==> config.mk <==
export PLATFORM = sky130hd
export DESIGN_NAME = obuf_arb
export DESIGN_NICKNAME = d
export VERILOG_FILES = /design/src/rtl/obuf_arb_pkg.sv /design/src/rtl/obuf_arb_rr_arb5.sv /design/src/rtl/obuf_arb.sv
export SDC_FILE = /design/constraint.sdc
export NUM_CORES = 1
export LEC_CHECK = 0
export CAP_MARGIN = 10
export CELL_PAD_IN_SITES_DETAIL_PLACEMENT = 0
export CELL_PAD_IN_SITES_GLOBAL_PLACEMENT = 1
export CORE_MARGIN = 2
export CORE_UTILIZATION = 30
export DETAILED_ROUTE_END_ITERATION = 8
export PLACE_DENSITY = 0.76
export SKIP_LAST_GASP = 1
export SYNTH_ARGS = -nofsm -noshare
export SYNTH_HDL_FRONTEND = slang
export SYNTH_HIERARCHICAL = 1
export SYNTH_SLANG_ARGS = --single-unit
==> constraint.sdc <==
create_clock -name clk -period 11.3 [get_ports clk]
set_clock_uncertainty 0.15 [all_clocks]
set_input_delay 1.13 -clock clk [delete_from_list [all_inputs] [get_ports clk]]
set_output_delay 1.13 -clock clk [all_outputs]
set_load 0.005 [all_outputs]
==> src/rtl/obuf_arb_pkg.sv <==
`default_nettype none
// ============================================================================
// Module  : obuf_arb_pkg
// Purpose : Shared router definitions for the per-direction output stage.
//           Defines the direction indices, the number of requesting ports,
//           the default payload width and the index helper types.
// Config  : OBUF_LOCAL_PRIO_EN (used by rr_arb5 / obuf_arb, not here)
// Revision: 1.0 - initial release
// ============================================================================
package obuf_arb_pkg;

  // Requesting input buffers, index order N, W, S, E, local (B)
  localparam int DIR_N = 0;
  localparam int DIR_W = 1;
  localparam int DIR_S = 2;
  localparam int DIR_E = 3;
  localparam int DIR_B = 4;

  localparam int NPORT      = 5;
  localparam int PYLD_W_DEF = 23;
  localparam int IDX_W      = 3;

  typedef logic [IDX_W-1:0] port_idx_t;
  typedef logic [NPORT-1:0] port_vec_t;

  // Next round-robin start position: idx + 1, wrapping to 0 at modulus.
  function automatic port_idx_t idx_inc(input port_idx_t idx, input int modulus);
    if ((int'(idx) + 1) >= modulus) begin
      return '0;
    end
    return idx + port_idx_t'(1);
  endfunction

endpackage
`default_nettype wire

==> src/rtl/obuf_arb_rr_arb5.sv <==
`default_nettype none
// ============================================================================
// Module  : rr_arb5
// Purpose : Combinational 5-way round-robin arbiter. Searches the request
//           vector starting at the rotation pointer, wrapping past the last
//           rotating port back to port 0; the first set bit wins.
// Ports   : i_req      - request vector, bit i = input port i
//           i_rr_ptr   - rotation start position
//           o_gnt      - one-hot grant, all-zero when no request
//           o_gnt_idx  - index of the granted port (0 when no grant)
// Config  : OBUF_LOCAL_PRIO_EN - local port (DIR_B) has strict priority and
//           the rotation covers only ports DIR_N..DIR_E.
// Revision: 1.0 - initial release
// ============================================================================
module rr_arb5
  import obuf_arb_pkg::*;
(
  input  logic [NPORT-1:0] i_req,
  input  port_idx_t        i_rr_ptr,
  output logic [NPORT-1:0] o_gnt,
  output port_idx_t        o_gnt_idx
);

`ifdef OBUF_LOCAL_PRIO_EN
  // Only the four mesh directions take part in the rotation.
  localparam int RR_N = NPORT - 1;
`else
  localparam int RR_N = NPORT;
`endif

  always_comb begin
    logic w_found;
    int   w_slot;
    o_gnt     = '0;
    o_gnt_idx = '0;
    w_found   = 1'b0;
    w_slot    = 0;
`ifdef OBUF_LOCAL_PRIO_EN
    if (i_req[DIR_B]) begin
      o_gnt[DIR_B] = 1'b1;
      o_gnt_idx    = port_idx_t'(DIR_B);
      w_found      = 1'b1;
    end
`endif
    for (int k = 0; k < RR_N; k++) begin
      // i_rr_ptr is always below RR_N, so one subtraction is enough to wrap.
      w_slot = int'(i_rr_ptr) + k;
      if (w_slot >= RR_N) begin
        w_slot = w_slot - RR_N;
      end
      if (!w_found && i_req[w_slot]) begin
        o_gnt[w_slot] = 1'b1;
        o_gnt_idx     = w_slot[IDX_W-1:0];
        w_found       = 1'b1;
      end
    end
  end

endmodule
`default_nettype wire

==> src/rtl/obuf_arb.sv <==
`default_nettype none
// ============================================================================
// Module  : obuf_arb
// Purpose : Per-direction output stage of a mesh router node. Arbitrates
//           among the five input buffers requesting this output, captures
//           the granted payload into a small FIFO and drives the vld/rdy
//           link towards the neighbouring node or local sink.
// Ports   : clk        - clock, all state on rising edge
//           rst        - asynchronous reset, active-high
//           req        - bit i = input buffer i requests this output
//           payload_i  - port i payload at [i*PYLD_W +: PYLD_W]
//           gnt        - one-hot grant (combinational, independent of rdy)
//           obuf_rdy   - FIFO can accept one entry this cycle
//           obuf_vld   - link valid, FIFO not empty
//           link_rdy   - downstream ready
//           payload_o  - FIFO head payload
// Params  : PYLD_W - payload width, DEPTH - FIFO entries (power of 2, >= 2)
// Config  : OBUF_LOCAL_PRIO_EN - local port strictly wins over N/W/S/E and
//           does not advance the rotation pointer.
// Revision: 1.0 - initial release
// ============================================================================
module obuf_arb
  import obuf_arb_pkg::*;
#(
  parameter int PYLD_W = PYLD_W_DEF,
  parameter int DEPTH  = 2
) (
  input  logic                    clk,
  input  logic                    rst,
  input  logic [NPORT-1:0]        req,
  input  logic [NPORT*PYLD_W-1:0] payload_i,
  output logic [NPORT-1:0]        gnt,
  output logic                    obuf_rdy,
  output logic                    obuf_vld,
  input  logic                    link_rdy,
  output logic [PYLD_W-1:0]       payload_o
);

  localparam int PTR_W = (DEPTH > 1) ? $clog2(DEPTH) : 1;
  localparam int CNT_W = $clog2(DEPTH + 1);

  logic [NPORT-1:0]  w_gnt;
  port_idx_t         w_gnt_idx;
  logic              w_push;
  logic              w_pop;
  logic [PYLD_W-1:0] w_pyld;

  port_idx_t         r_rr_ptr;
  logic [PTR_W-1:0]  r_wr_ptr;
  logic [PTR_W-1:0]  r_rd_ptr;
  logic [CNT_W-1:0]  r_count;
  logic [PYLD_W-1:0] r_mem [DEPTH];

  rr_arb5 u_rr_arb5 (
    .i_req     (req),
    .i_rr_ptr  (r_rr_ptr),
    .o_gnt     (w_gnt),
    .o_gnt_idx (w_gnt_idx)
  );

  assign gnt = w_gnt;

  // Status is decoded from registered count only, so rdy never depends on
  // the same-cycle pop and there is no combinational path from link_rdy.
  assign obuf_rdy = (r_count != CNT_W'(DEPTH));
  assign obuf_vld = (r_count != '0);

  assign w_push = (|w_gnt) & obuf_rdy;
  assign w_pop  = obuf_vld & link_rdy;

  // Grant is one-hot, so an AND-OR mux selects the winning payload.
  always_comb begin
    w_pyld = '0;
    for (int i = 0; i < NPORT; i++) begin
      if (w_gnt[i]) begin
        w_pyld = w_pyld | payload_i[i*PYLD_W +: PYLD_W];
      end
    end
  end

  assign payload_o = r_mem[r_rd_ptr];

  always_ff @(posedge clk or posedge rst) begin
    if (rst) begin
      r_rr_ptr <= '0;
      r_wr_ptr <= '0;
      r_rd_ptr <= '0;
      r_count  <= '0;
      // Storage is cleared so the head reads zero out of reset.
      for (int i = 0; i < DEPTH; i++) begin
        r_mem[i] <= '0;
      end
    end else begin
      if (w_push) begin
        r_mem[r_wr_ptr] <= w_pyld;
        r_wr_ptr        <= r_wr_ptr + PTR_W'(1);
`ifdef OBUF_LOCAL_PRIO_EN
        // Local grants leave the mesh-direction rotation untouched.
        if (w_gnt_idx != port_idx_t'(DIR_B)) begin
          r_rr_ptr <= idx_inc(w_gnt_idx, NPORT - 1);
        end
`else
        r_rr_ptr <= idx_inc(w_gnt_idx, NPORT);
`endif
      end
      if (w_pop) begin
        r_rd_ptr <= r_rd_ptr + PTR_W'(1);
      end
      case ({w_push, w_pop})
        2'b10:   r_count <= r_count + CNT_W'(1);
        2'b01:   r_count <= r_count - CNT_W'(1);
        default: r_count <= r_count;
      endcase
    end
  end

`ifndef SYNTHESIS
  a_gnt_onehot0 : assert property (@(posedge clk) disable iff (rst) $onehot0(w_gnt));
  a_gnt_in_req  : assert property (@(posedge clk) disable iff (rst) ((w_gnt & ~req) == '0));
  a_no_ovf      : assert property (@(posedge clk) disable iff (rst)
                                   !(w_push && (r_count == CNT_W'(DEPTH))));
  a_no_udf      : assert property (@(posedge clk) disable iff (rst)
                                   !(w_pop && (r_count == '0)));
`endif

endmodule
`default_nettype wire

==> metrics.txt, run 1 <==
# rows=45; final wirelength=around 16 mm; post-CTS setup buffer count=0; filler instances=1445; # hold bufs at CTS=0; CP Cell Sequence=buf_4 > inv_1 > ha_1 > nor2_1 > a32oi_1 > a2bb2oi_1 > a31oi_4 > nor4_4 > nor4_1 > a221oi_1 > o211ai_1 > buf_4 > clkdlybuf4s50_1; CP arrival=5.10 ns; WL/cell=20.0 um; Top Ports=153; Post-synth EDFFs=0; Clk Tree Root Cell=clkbuf_16; Synth Flop Type=dfrtp_1; Detailed Place HPWL=12.5 mm; gr usage total=19.4%; Die X=approximately 130 um; vias in the first global route=4586; Logic pwr share=79.3%; Cell variety after synth=70; startpoint types=register; switch share=48.4%; # nets final=767; met1 WL=6.74 mm; synth warn=6; Sum Neg Setup Slack=0 ns; Hold Crit Class=register to register; synth-to-layout area growth=40.1%; H-tree Lvls=2; Max Cap Violations=0; Clk pin slew, worst setup/hold paths=0.07 ns; Fin. Hold Viols=0; Tmin final=roughly 6.4 ns; post-synthesis sequential area ratio=28.7%; P_sw=0.00128 W; met3 wire len=between 700 and 800 um; CP peak stage delay=slightly above 0.7 ns; initial antenna violation count=0; DR pass1 iterations=6; area of the die=about 0.016 mm^2; Die Span Y=128 um; share of cells above drive strength 1=17.0%; storage element area=0.00133 mm^2; Post-Syn Nets=roughly 630; period utilisation layout=56.4%; CTS tree=done; RSZ-0062 raised after global routing=false; Mapped Cells=488; worst-margin pin slew=1.09 ns; latest clock arrival within the worst-skew pair=0.30 ns; post-route ant nets=0; final setup violation count=0; CP Data Required Time=10.02 ns; vias per inst=5.68; Worst Setup Path Type=register to output pin; Flop pwr share=13.9%; global-route wire length before repair=25.0 mm; final setup margin=4.92 ns; internal power=approximately 0.0014 W; asr flop ratio synth=between 90% and 100%; DRC=0; outcome=finished, final reports clean; PortBufs=152; Synth Register Bits=53; VDD IR max=0.227 mV; Min Hold Slack=roughly 0.33 ns; Multi-input gate area=~0.0031 mm^2; worst-path fanout max=37; top layer in use=met4; largest net degree at the start of global routing=54; reg-to-reg slack, setup=5.29 ns; slowest CP cell=ha_1; Mean Syn Cell Area=around 9.5 um^2; synthesized area=approximately 0.0046 mm^2; Slew HR=between 20% and 30%; clk sinks=53; FMAX=157 MHz; post_cts resized=0; Via Count=4636; worst slack, placed=5.29 ns; Placer Congestion=0.920; met2 routed WL=8.24 mm; Clk pwr share=6.8%; crit-path most repeated cell=buf_4; cts bufs inserted=5; crit path capture type=output pin; Core Footprint=0.0151 mm^2; P per Cell Area=approximately 410 mW/mm^2; initial drt markers=392; ant diodes=0; Leak Pwr=2.64 nW; starting density of the core=30.6%; Slew Limit Fails=0; total gr overflow=0; CTS Buffer Depth=2
==> cell usage after synthesis (3+ instances only) <==
library cell	n	area [um^2]
nor2_1	28	105
nor3_1	6	30.0
mux2_1	5	56.3
o21ai_0	22	110
nor2b_1	8	50.1
inv_1	19	71.3
buf_2	3	15.0
a222oi_1	23	230
a21oi_1	19	95.1
nand3_1	14	70.1
nand2b_1	5	31.3
buf_6	6	67.6
a211oi_1	3	22.5
dfrtp_1	53	1330
ha_1	16	200
nor4_4	3	63.8
mux2_2	66	743
a22oi_1	26	195
buf_4	3	22.5
nand2_1	45	169
o211ai_1	9	67.6
clkbuf_1	16	60.1
a21bo_2	4	40.0
and3_1	4	25.0
xnor2_1	6	52.6
mux2i_1	9	90.1
o22ai_1	3	18.8
a221oi_1	3	26.3
and2_1	3	18.8
==> power groups by stage <==
stage	Sequential, W	Clock, W	Combinational (W)
finish	0.000367	0.000180	0.00210
global route	0.000382	0.000193	0.00231
CTS	0.000369	0.000184	0.00210
detailed placement	0.000373	0	0.00209
global placement	0.000364	0	0.00207
floorplan	0.000333	0	0.00153
==> flip-flops by register name, indices dropped and copies added, names as in the netlist <==
signal and cells:
r_mem 46, r_rr_ptr 3, r_count 2, r_rd_ptr 1
r_wr_ptr 1
==> layout by cell type (no fill, tap or decap), types with 4 or more instances in the layout <==
master           netlist  layout
clkdlybuf4s50_1        0     152
mux2_2                66      66
dfrtp_1               53      53
nand2_1               45      45
nor2_1                28      28
a22oi_1               26      26
a222oi_1              23      23
o21ai_0               22      22
a21oi_1               19      19
inv_1                 19      18
ha_1                  16      16
nand3_1               14      14
o211ai_1               9       9
mux2i_1                9       9
nor2b_1                8       8
buf_4                  3       8
xnor2_1                6       6
nor3_1                 6       6
mux2_1                 5       5
clkbuf_16              0       5
nand2b_1               5       5
and3_1                 4       4
a21bo_2                4       4
==> kinds of logic (layout without fill, tap and decap cells) <==
family / count (synthesis) / count (layout) / synth area share [%]
compound gates: 143 / 143 / 23.7
xor+xnor: 8 / 8 / 1.51
fa+ha+maj: 17 / 17 / 4.76
buf+inv: 50 / 190 / 5.35
flops: 53 / 53 / 28.7
mux: 82 / 82 / 20.2
simple gates: 135 / 135 / 15.9
==> metrics by stage <==
step | cells | power (W) | instance area (um^2) | utilization (%)
6_report | 816 | 0.00265 | 6490 | 42.8
5_1_grt | 816 | 0.00289 | 6490 | 42.8
4_1_cts | 815 | 0.00266 | 6470 | 42.7
3_5_place_dp | 807 | 0.00246 | 6290 | 41.5
3_3_place_gp | 807 | 0.00243 | 6290 | 41.5
2_1_floorplan | 488 | 0.00186 | 4630 | -
==> area by class of cell <==
cell class	instances	share of cell area (%)
clock buffer	5	1.93
clock inverter	3	0.772
inverter	21	1.22
multi-input combinational	385	47.3
sequential	53	20.4
tap	188	3.63
timing repair buffer	161	24.7
==> metal layers <==
layer | global-route usage, % | vias to the layer above
met5 | 0 | -
met4 | 7.43 | 0
met3 | 2.96 | 39
met2 | 33.4 | 167
met1 | 24.4 | 2286
li1 | - | 2144
==> worst paths after layout <==
check,from,end,cells after the start
setup / recovery,r_rr_ptr[0],gnt[0],13
hold / removal,r_count[1],r_count[1],1
setup reg to reg,r_rr_ptr[0],r_count[1],18
hold reg to reg,r_count[1],r_count[1],1
max in group asynchronous,rst,r_mem[14],3
min in group asynchronous,rst,r_mem[3],2
==> worst max-delay path: cells and delay by family, from the launching register on <==
kind / cells / cell delay [ns]
flops: 1 / 0.33
buf+inv: 4 / 1.47
fa+ha+maj: 1 / 0.72
compound gates: 5 / 1.20
simple gates: 3 / 1.05
(Power assumes the default switching activity.)
==> inputs of run 2 (changes only) <==
==> constraint.sdc (replaced) <==
create_clock -name clk -period 6.6 [get_ports clk]
set_clock_uncertainty 0.15 [all_clocks]
set_input_delay 0.66 -clock clk [delete_from_list [all_inputs] [get_ports clk]]
set_output_delay 0.66 -clock clk [all_outputs]
set_load 0.005 [all_outputs]
==> run 2 against run 1 <==
  * Die area stayed put
  * Via count is 1.7% higher
  * First-iteration DRC count is 39% higher
  * Sequential share of layout area is 0.087 points higher
  * Non-clock buffer count stayed put
  * Final cell count stayed put
  * Global-route usage is 0.22 points higher
  * Combinational power is 73% higher
  * Final area is 0.42% lower
  * Routed wire length is 1.8% higher
  * Register-to-register slack worse by 4.5 ns
  * Total power is 71% higher
  * Largest cell class unchanged
  * Largest power group unchanged
==> metrics.txt, run 2 (synthesized netlist as in run 1, its figures left out) <==
outcome=finished, final reports clean (unchanged); H-tree Lvls=2 (unchanged); cts bufs inserted=5 (unchanged); # hold bufs at CTS=0 (unchanged); CTS Buffer Depth=2 (unchanged); starting density of the core=30.6% (unchanged); worst-margin pin slew=1.13 ns (was 1.09 ns); DR pass1 iterations=6 (unchanged); FMAX=166 MHz; initial antenna violation count=0 (unchanged); commonest non-fill, non-tap cell in the layout=clkdlybuf4s50_1 (unchanged); critical path startpoint=r_rr_ptr[1] (was r_rr_ptr[0]); Fin. Hold Viols=0 (unchanged); hold path depth=1 (unchanged); area of the die=0.0164 mm^2 (unchanged); Hold Crit Class=register to register (unchanged); post-route ant nets=0 (unchanged); clk sinks=53 (unchanged); Clk Tree Root Cell=clkbuf_16 (unchanged); # rows=45 (unchanged); worst-path fanout max=24 (was 37); Largest regs=r_mem x46, r_rr_ptr x3, r_count x2 (unchanged); Placed Cells=807 (unchanged); total gr overflow=0 (unchanged); share of cells above drive strength 1=17.0% (unchanged); Via Count=4716 (was 4636); Worst Setup Path Type=register to output pin (unchanged); latest clock arrival within the worst-skew pair=0.29 ns (was 0.30 ns); Clk pin slew, worst setup/hold paths=0.07 ns (about the same); Tmin final=6.01 ns; Leak Pwr=2.63 nW (was 2.64 nW); vias in the first global route=4583 (was 4586); post-CTS setup buffer count=0 (unchanged); hold_sp=r_count[1] (unchanged); period utilisation layout=91.1%; crit path capture type=output pin (unchanged); Detailed Place HPWL=12.7 mm (was 12.5 mm); RSZ-0062 raised after global routing=false (unchanged); startpoint types=register (unchanged); post_cts resized=0 (unchanged); initial drt markers=544 (was 392); VDD IR max=0.361 mV (was 0.227 mV); final setup violation count=0 (unchanged); CP Data Required Time=5.79 ns (was 10.02 ns); Core Footprint=0.0151 mm^2 (unchanged); R2R Path Start=r_rr_ptr[1] (was r_rr_ptr[0]); max FFs per register=46 (unchanged); DRC=0 (unchanged); Most flops, register=r_mem (unchanged); fin cells=816 (unchanged); Top Ports=153 (unchanged); highest-count cells in the layout ignoring fill and taps=152 x clkdlybuf4s50_1, 66 x mux2_2, 53 x dfrtp_1 (unchanged); vias per inst=5.78 (was 5.68); gr usage total=19.6% (was 19.4%); Sum Neg Setup Slack=0 ns (unchanged); synth-to-layout area growth=39.6% (was 40.1%); final wirelength=16.6 mm (was 16.3 mm); CP arrival=5.20 ns (was 5.10 ns); largest net degree at the start of global routing=54 (unchanged); Die X=128 um (unchanged); P per Cell Area=702 mW/mm^2 (was 408 mW/mm^2); FF-to-FF path depth=17 (was 18); Die Span Y=128 um (unchanged); Slew Limit Fails=0 (unchanged); PortBufs=152 (unchanged); global-route wire length before repair=25.3 mm (was 25.0 mm); ant diodes=0 (unchanged); Max Cap Violations=0 (unchanged); # nets final=767 (unchanged); WL/cell=20.4 um (was 20.0 um); CTS tree=done (unchanged); final setup margin=0.587 ns (was 4.92 ns); worst slack, placed=0.849 ns (was 5.29 ns); Placer Congestion=0.877 (was 0.920); Min Hold Slack=0.327 ns (was 0.335 ns); Slew HR=24.6% (was 27.4%)
==> run 2: layer usage <==
metal / track usage (%) / up-vias / wire length (um)
met5: 0 / - / 0
met4: 5.95 / 0 / 395
met3: 2.71 / 31 / 862
met2: 33.8 / 195 / 8560
met1: 25.4 / 2340 / 6800
li1: - / 2150 / -
==> run 2: path summary, 6_finish.rpt <==
kind                       slack [ns]          end
max                              0.59       gnt[3]
min                              0.33   r_count[1]
max reg2reg                      0.79   r_count[1]
min reg2reg                      0.33   r_count[1]
max in group asynchronous        5.15  r_rr_ptr[0]
min in group asynchronous        0.60     r_mem[0]
==> run 2: stage by stage <==
| step | util (%) | power [W] | area, um^2 |
|---|---|---|---|
| finish | 42.6 | 0.00453 | 6460 |
| global route | 42.6 | 0.00492 | 6460 |
| CTS | 42.5 | 0.00454 | 6440 |
| detailed placement | 41.5 | 0.00426 | 6290 |
| global placement | 41.5 | 0.00418 | 6290 |
| floorplan | - | 0.00319 | 4630 |
==> run 2: worst max-delay path, stage by stage (launching register included) <==
cell,delay (ns)
dfrtp_1,0.71
inv_1,0.25
ha_1,0.65
inv_2,0.26
nor3_1,0.37
o21bai_1,0.10
a21oi_1,0.30
nor4_4,0.17
nor4_4,0.55
nand3_1,0.19
o211ai_1,0.40
buf_4,0.37
clkdlybuf4s50_1,0.56
==> run 2: layout make-up <==
type                    count  area (um^2)
fillers                  1490         8690
multi-input cells         385         3070
repair buffers            161         1600
flip-flops and latches     53         1330
well taps                 188          235
clock buffers               5          125
inverters                  21         78.8
clock inverters             3         22.5
==> run 2: where the power goes <==
| group | switching [W] | total (W) | internal (W) |
|---|---|---|---|
| sequential | 0.000128 | 0.000632 | 0.000504 |
| clock | 0.000120 | 0.000261 | 0.000141 |
| combinational | 0.00199 | 0.00364 | 0.00165 |
| total | 0.00224 | 0.00453 | 0.00230 |
==> inputs of run 3 (changes only) <==
--- a/config.mk
+++ b/config.mk
@@ -11,8 +11,8 @@
 export CORE_MARGIN = 2
 export CORE_UTILIZATION = 30
 export DETAILED_ROUTE_END_ITERATION = 8
+export HOLD_SLACK_MARGIN = 0.02
 export PLACE_DENSITY = 0.76
-export SKIP_LAST_GASP = 1
 export SYNTH_ARGS = -nofsm -noshare
 export SYNTH_HDL_FRONTEND = slang
 export SYNTH_HIERARCHICAL = 1
==> results of run 3 <==
The final DEF is identical to that of run 2; final timing and power are the same.
